===== src/rtl/alu_seq.sv =====
// Sequential ALU: single-cycle arithmetic/logic ops and bit-serial shifts that
// take one cycle per shift position, with a valid/ready request and result port.
module alu_seq (
    input  logic        clk,
    input  logic        rst,
    input  logic        in_valid,
    output logic        in_ready,
    input  logic [3:0]  alu_control,
    input  logic [31:0] operand_a,
    input  logic [31:0] operand_b,
    input  logic        flush,
    output logic        out_valid,
    input  logic        out_ready,
    output logic [31:0] result,
    output logic        zero,
    output logic        busy
);

    // Operation codes, {funct7[5], funct3} as produced by the decoder.
    localparam logic [3:0] ALU_ADD  = 4'b0000;
    localparam logic [3:0] ALU_SUB  = 4'b1000;
    localparam logic [3:0] ALU_SLL  = 4'b0001;
    localparam logic [3:0] ALU_SLT  = 4'b0010;
    localparam logic [3:0] ALU_SLTU = 4'b0011;
    localparam logic [3:0] ALU_XOR  = 4'b0100;
    localparam logic [3:0] ALU_SRL  = 4'b0101;
    localparam logic [3:0] ALU_SRA  = 4'b1101;
    localparam logic [3:0] ALU_OR   = 4'b0110;
    localparam logic [3:0] ALU_AND  = 4'b0111;

    typedef enum logic [1:0] {
        IDLE  = 2'd0,
        SHIFT = 2'd1,
        DONE  = 2'd2
    } state_t;

    state_t      state, state_nx;
    logic [31:0] acc, acc_nx;
    logic [4:0]  cnt, cnt_nx;
    logic [3:0]  op_q, op_nx;
    logic [31:0] alu_res;
    logic [4:0]  shamt;
    logic        is_shift;
    logic        accept;

    // Handshake: a transfer happens on a rising edge where valid and ready are
    // both high. Requests transfer only in IDLE without flush; the result
    // transfers only in DONE, and DONE is left on that same edge.
    assign in_ready  = (state == IDLE) && !flush;
    assign accept    = in_valid && in_ready;
    assign out_valid = (state == DONE);
    assign busy      = (state != IDLE);
    assign result    = acc;
    assign zero      = (acc == 32'd0);

    assign shamt    = operand_b[4:0];
    assign is_shift = (alu_control == ALU_SLL) || (alu_control == ALU_SRL) ||
                      (alu_control == ALU_SRA);

    // Single-cycle results; shift codes fall to the default and are never used here.
    always_comb begin
        alu_res = operand_a + operand_b;
        case (alu_control)
            ALU_SUB:  alu_res = operand_a - operand_b;
            ALU_SLT:  alu_res = {31'd0, $signed(operand_a) < $signed(operand_b)};
            ALU_SLTU: alu_res = {31'd0, operand_a < operand_b};
            ALU_XOR:  alu_res = operand_a ^ operand_b;
            ALU_OR:   alu_res = operand_a | operand_b;
            ALU_AND:  alu_res = operand_a & operand_b;
            default:  alu_res = operand_a + operand_b;
        endcase
    end

    always_comb begin
        state_nx = state;
        acc_nx   = acc;
        cnt_nx   = cnt;
        op_nx    = op_q;
        if (flush) begin
            state_nx = IDLE;
            acc_nx   = 32'd0;
            cnt_nx   = 5'd0;
        end else begin
            case (state)
                IDLE: begin
                    if (accept) begin
                        op_nx = alu_control;
                        if (is_shift && (shamt != 5'd0)) begin
                            state_nx = SHIFT;
                            acc_nx   = operand_a;
                            cnt_nx   = shamt;
                        end else begin
                            state_nx = DONE;
                            acc_nx   = is_shift ? operand_a : alu_res;
                            cnt_nx   = 5'd0;
                        end
                    end
                end
                SHIFT: begin
                    case (op_q)
                        ALU_SLL: acc_nx = {acc[30:0], 1'b0};
                        ALU_SRL: acc_nx = {1'b0, acc[31:1]};
                        default: acc_nx = {acc[31], acc[31:1]};
                    endcase
                    cnt_nx = cnt - 5'd1;
                    // Last step happens on this edge, so DONE follows directly.
                    if (cnt == 5'd1) begin
                        state_nx = DONE;
                    end
                end
                DONE: begin
                    if (out_ready) begin
                        state_nx = IDLE;
                    end
                end
                default: state_nx = IDLE;
            endcase
        end
    end

    always_ff @(posedge clk or posedge rst) begin
        if (rst) begin
            state <= IDLE;
            acc   <= 32'd0;
            cnt   <= 5'd0;
            op_q  <= ALU_ADD;
        end else begin
            state <= state_nx;
            acc   <= acc_nx;
            cnt   <= cnt_nx;
            op_q  <= op_nx;
        end
    end

endmodule


===== config.mk =====
export PLATFORM = sky130hd
export DESIGN_NAME = alu_seq
export DESIGN_NICKNAME = d
export VERILOG_FILES = /design/src/rtl/alu_seq.sv
export SDC_FILE = /design/constraint.sdc
export NUM_CORES = 1
export LEC_CHECK = 0
export ABC_AREA = 1
export ABC_CLOCK_PERIOD_IN_PS = 3600
export CORE_ASPECT_RATIO = 0.9
export CORE_MARGIN = 3
export CORE_UTILIZATION = 30
export CTS_CLUSTER_DIAMETER = 80
export DETAILED_ROUTE_END_ITERATION = 8
export SLEW_MARGIN = 20
export SYNTH_ARGS = -nofsm -noshare
export SYNTH_HDL_FRONTEND = slang
export SYNTH_SLANG_ARGS = --single-unit

===== constraint.sdc =====
create_clock -name clk -period 3.6 [get_ports clk]
set_input_delay 0.72 -clock clk [delete_from_list [all_inputs] [get_ports clk]]
set_output_delay 0.72 -clock clk [all_outputs]
set_load 0.05 [all_outputs]

==> impl_metrics.yaml, run 1 <==
critical_path:
  slowest_delay_ns: 0.46
  cp_common_cell: "nand2_1"
  cp_data_arrival_time_ns: 3.50
  worstPathRequired_ns: 3.79
  cp_max_fo: 3
  worst-r2r-setup-slack_ns: 1.55
  crit_family: "simple AND/OR/NAND/NOR gates"
  worst-path-buf-inv: 3
  cp-start-kind: "input pin"
  ff2ff_path_depth: 9
  setup.worst_path.class: "input pin to flip-flop"
  setup.worst_path.end_class: "flip-flop"
  cpMaxStageDelayCell: "clkdlybuf4s50_1"
  path_cells: "clkdlybuf4s50_1, inv_1, ha_1, inv_1, fa_1, nand2_1, nand2_1, nand3_1, nand2_1, nand2_1, nand3_1, nand2_1, nand3_1, nand3_1, nand2_1, nand3_1, nand2_1, nand2_1, nand2_1"
  crit_cells: 19
placement:
  gp_congestion: 1.026
  placedInstanceArea_sq_um: 10890
  io_buffers: 108
  hpwl_microns: 31910
logic_synthesis:
  yosysUniqueCellTypes: 48
  synth.ff_latch_count: 43
  syn_inst: 1663
  yosysSeqAreaShare_pct: 11.73
  synth_area_leader_cell: "nand2_1"
  synthXorXnorAreaFrac_pct: 0.4775
  synthesis.nets: 1836
  synth_mux_area_share_pct: 0
  synth_compound_area_share_pct: 18.99
  synth-simple-area-share_pct: 39.39
  syn_area_per_cell_sq_um: 5.515
  synth_top_family_by_area: "simple AND/OR/NAND/NOR gates"
  synth_top_area_share_pct: 20.83
  yosys.area_share.adder_pct: 13.81
  ys_warn_count: 0
  ys_top_cells_by_area: "nand2_1 21%, ha_1 13%, dfrtp_1 12%"
  syn_area_sq_um: 9171
final_layout:
  drive_gt1_share_pct: 5.746
  syn_to_final_growth_pct: 20.85
  diodes: 0
  post-route-util_pct: 36.91
  final_common_cell: "nand2_1"
  fin_nets: 1947
  fin_area_sq_um: 11080
  layout_common_cells: "508 x nand2_1, 282 x inv_1, 146 x nand3_1"
sta:
  maxSlewViolCount: 0
  relSlewSlack_pct: 39.25
  rsz0062_at_grt: "false"
  achievable-frequency_mhz: 301.7
  setup_tns_ns: 0
  finalCriticalPeriod_ns: 3.314
  fin_worst_skew_ns: 0.01009
  whs_ns: 0.4933
  worstMarginPinSlew_ns: 0.9102
  setup_viol: 0
  finalHoldViolations: 0
  post-route-period-util_pct: 92.06
pwr:
  p_per_area_nw_per_um2: 316.2
  p_sw_mw: 1.815
  seqPwrFrac_pct: 20.8
  p_leak_nw: 5.792
  sw_frac_of_total_pct: 51.80
  p_comb_share_pct: 62.2
  power.total_mw: 3.505
  intPower_mw: 1.689
  irDropWorstVdd_mv: 0.2110
  p_clk_share_pct: 17.0
drt:
  routed_wl_microns: 38770
  wire_per_inst_microns: 17.80
  viasPerCell: 5.184
  met2_length_microns: 17190
  drt_iter0_drc: 1133
  route.met3.wl_microns: 2472
  num_vias: 11290
  drtAntennaViolNets: 0
  wl_met1_microns: 17870
  firstDrtPassIters: 6
  dr.max_layer_used: "met4"
  drc: 0
die:
  die-area_sq_um: 32710
  start_util_pct: 30.54
  fp.coreArea_sq_um: 30030
  die_x_microns: 190.3
  io_pins: 109
  die_h_microns: 171.9
  row_count: 60
worst_hold_path:
  min_delay_path_depth: 2
  min_path_type: "flip-flop to flip-flop"
status:
  status: "finished clean"
global_routing:
  grt_pass1_vias: 10460
  antenna_found_initial: 0
  grt_pass1_wl_microns: 59870
  track_usage_pct: 23.28
  grt_max_degree: 37
  grt-ovfl-total: 0
cts:
  ctsHtreeMaxLevel: 2
  clock_path_buffers: 2
  cts_resized: 0
  cts_root_buf: "clkbuf_16"
  cts_hold_buf: 0
  cts_buffers: 5
  cts_setup_buffers: 0
  tritoncts: "built"
  clk_latency_ns: 0.30
  path_clk_slew_ns: 0.06
  cts.sinks: 43
job:
  maxCapViolCount: 0
-- cells by family (layout without fill, tap and decap cells) --
logic type               Yosys count  after routing
AO/OA/AOI/OAI                    306            306
XOR/XNOR                           5              5
adder cells (fa/ha/maj)          100            100
buffers and inverters            357            469
AND/OR/NAND/NOR                  852            852
flip-flops                        43             43
-- stage by stage --
step	setup WS [ns]	cells
after floorplan	1.189	1663
after global placement	0.05597	2170
after detailed placement	0.06462	2170
after CTS	0.3700	2178
after global routing	0.1035	2178
final	0.2857	2178
-- tightest hold or removal path: cells and delay by family (launching register included) --
family / cells / cell delay, ns
AO/OA/AOI/OAI: 1 / 0.07
flip-flops: 1 / 0.34
AND/OR/NAND/NOR: 1 / 0.05
-- flip-flops by register name, summed over array words and instances, names as in the netlist --
name and flops:
cnt 5, state 2, result 32, op_q 4
-- cell type report --
| class | instances | area, sq um |
|---|---|---|
| repair buffers | 165 | 1534 |
| fillers | 3417 | 18950 |
| clock buffers | 6 | 128.9 |
| well taps | 403 | 504.2 |
| multi-input cells | 1263 | 6666 |
| clock inverters | 2 | 60.06 |
| inverters | 296 | 1114 |
| flip-flops and latches | 43 | 1076 |
-- routing by layer --
metal | track usage [%] | vias to the layer above
li1 | - | 5554
met1 | 33.49 | 5206
met2 | 37.56 | 457
met3 | 1.703 | 74
met4 | 6.635 | 0
met5 | 0 | -
-- synth_stat cells (all sizes together) --
library cell,n
nand2,516
inv,294
nand3,148
a21oi,132
nor2,127
o21ai,101
ha,98
buf,44
dfrtp,43
nand4,26
nor3,22
clkbuf,17
o22ai,17
o21bai,15
o211ai,13
a211oi,10
nor4,9
a221oi,8
xor2,5
o21a,3
a31oi,2
clkinv,2
fa,2
o221ai,2
o31ai,2
and2,1
and3,1
nand3b,1
o2111ai,1
or2,1
-- power groups by stage --
| stage | Clock [mW] | Sequential [mW] | Combinational [mW] |
|---|---|---|---|
| finish | 0.594 | 0.729 | 2.18 |
| floorplan | 0 | 0.984 | 1.10 |
| global route | 0.629 | 0.747 | 2.39 |
| detailed placement | 0 | 0.734 | 2.16 |
| global placement | 0 | 0.736 | 2.15 |
| CTS | 0.605 | 0.727 | 2.17 |
-- final timing paths --
kind / start / to
max: operand_a[0] / result[30]
max in group asynchronous: rst / result[3]
min in group asynchronous: rst / result[23]
min: op_q[1] / op_q[1]
max reg2reg: state[0] / cnt[2]
min reg2reg: op_q[1] / op_q[1]
Power figures use the tool's default switching activity.
==> run 2, diff against run 1 <==
--- a/config.mk
+++ b/config.mk
@@ -12,7 +12,7 @@
 export CORE_UTILIZATION = 30
 export CTS_CLUSTER_DIAMETER = 80
 export DETAILED_ROUTE_END_ITERATION = 8
-export SLEW_MARGIN = 20
+export SLEW_MARGIN = 15
 export SYNTH_ARGS = -nofsm -noshare
 export SYNTH_HDL_FRONTEND = slang
 export SYNTH_SLANG_ARGS = --single-unit
==> results of run 2 <==
Final layout, timing and power as in run 1 (identical DEF).
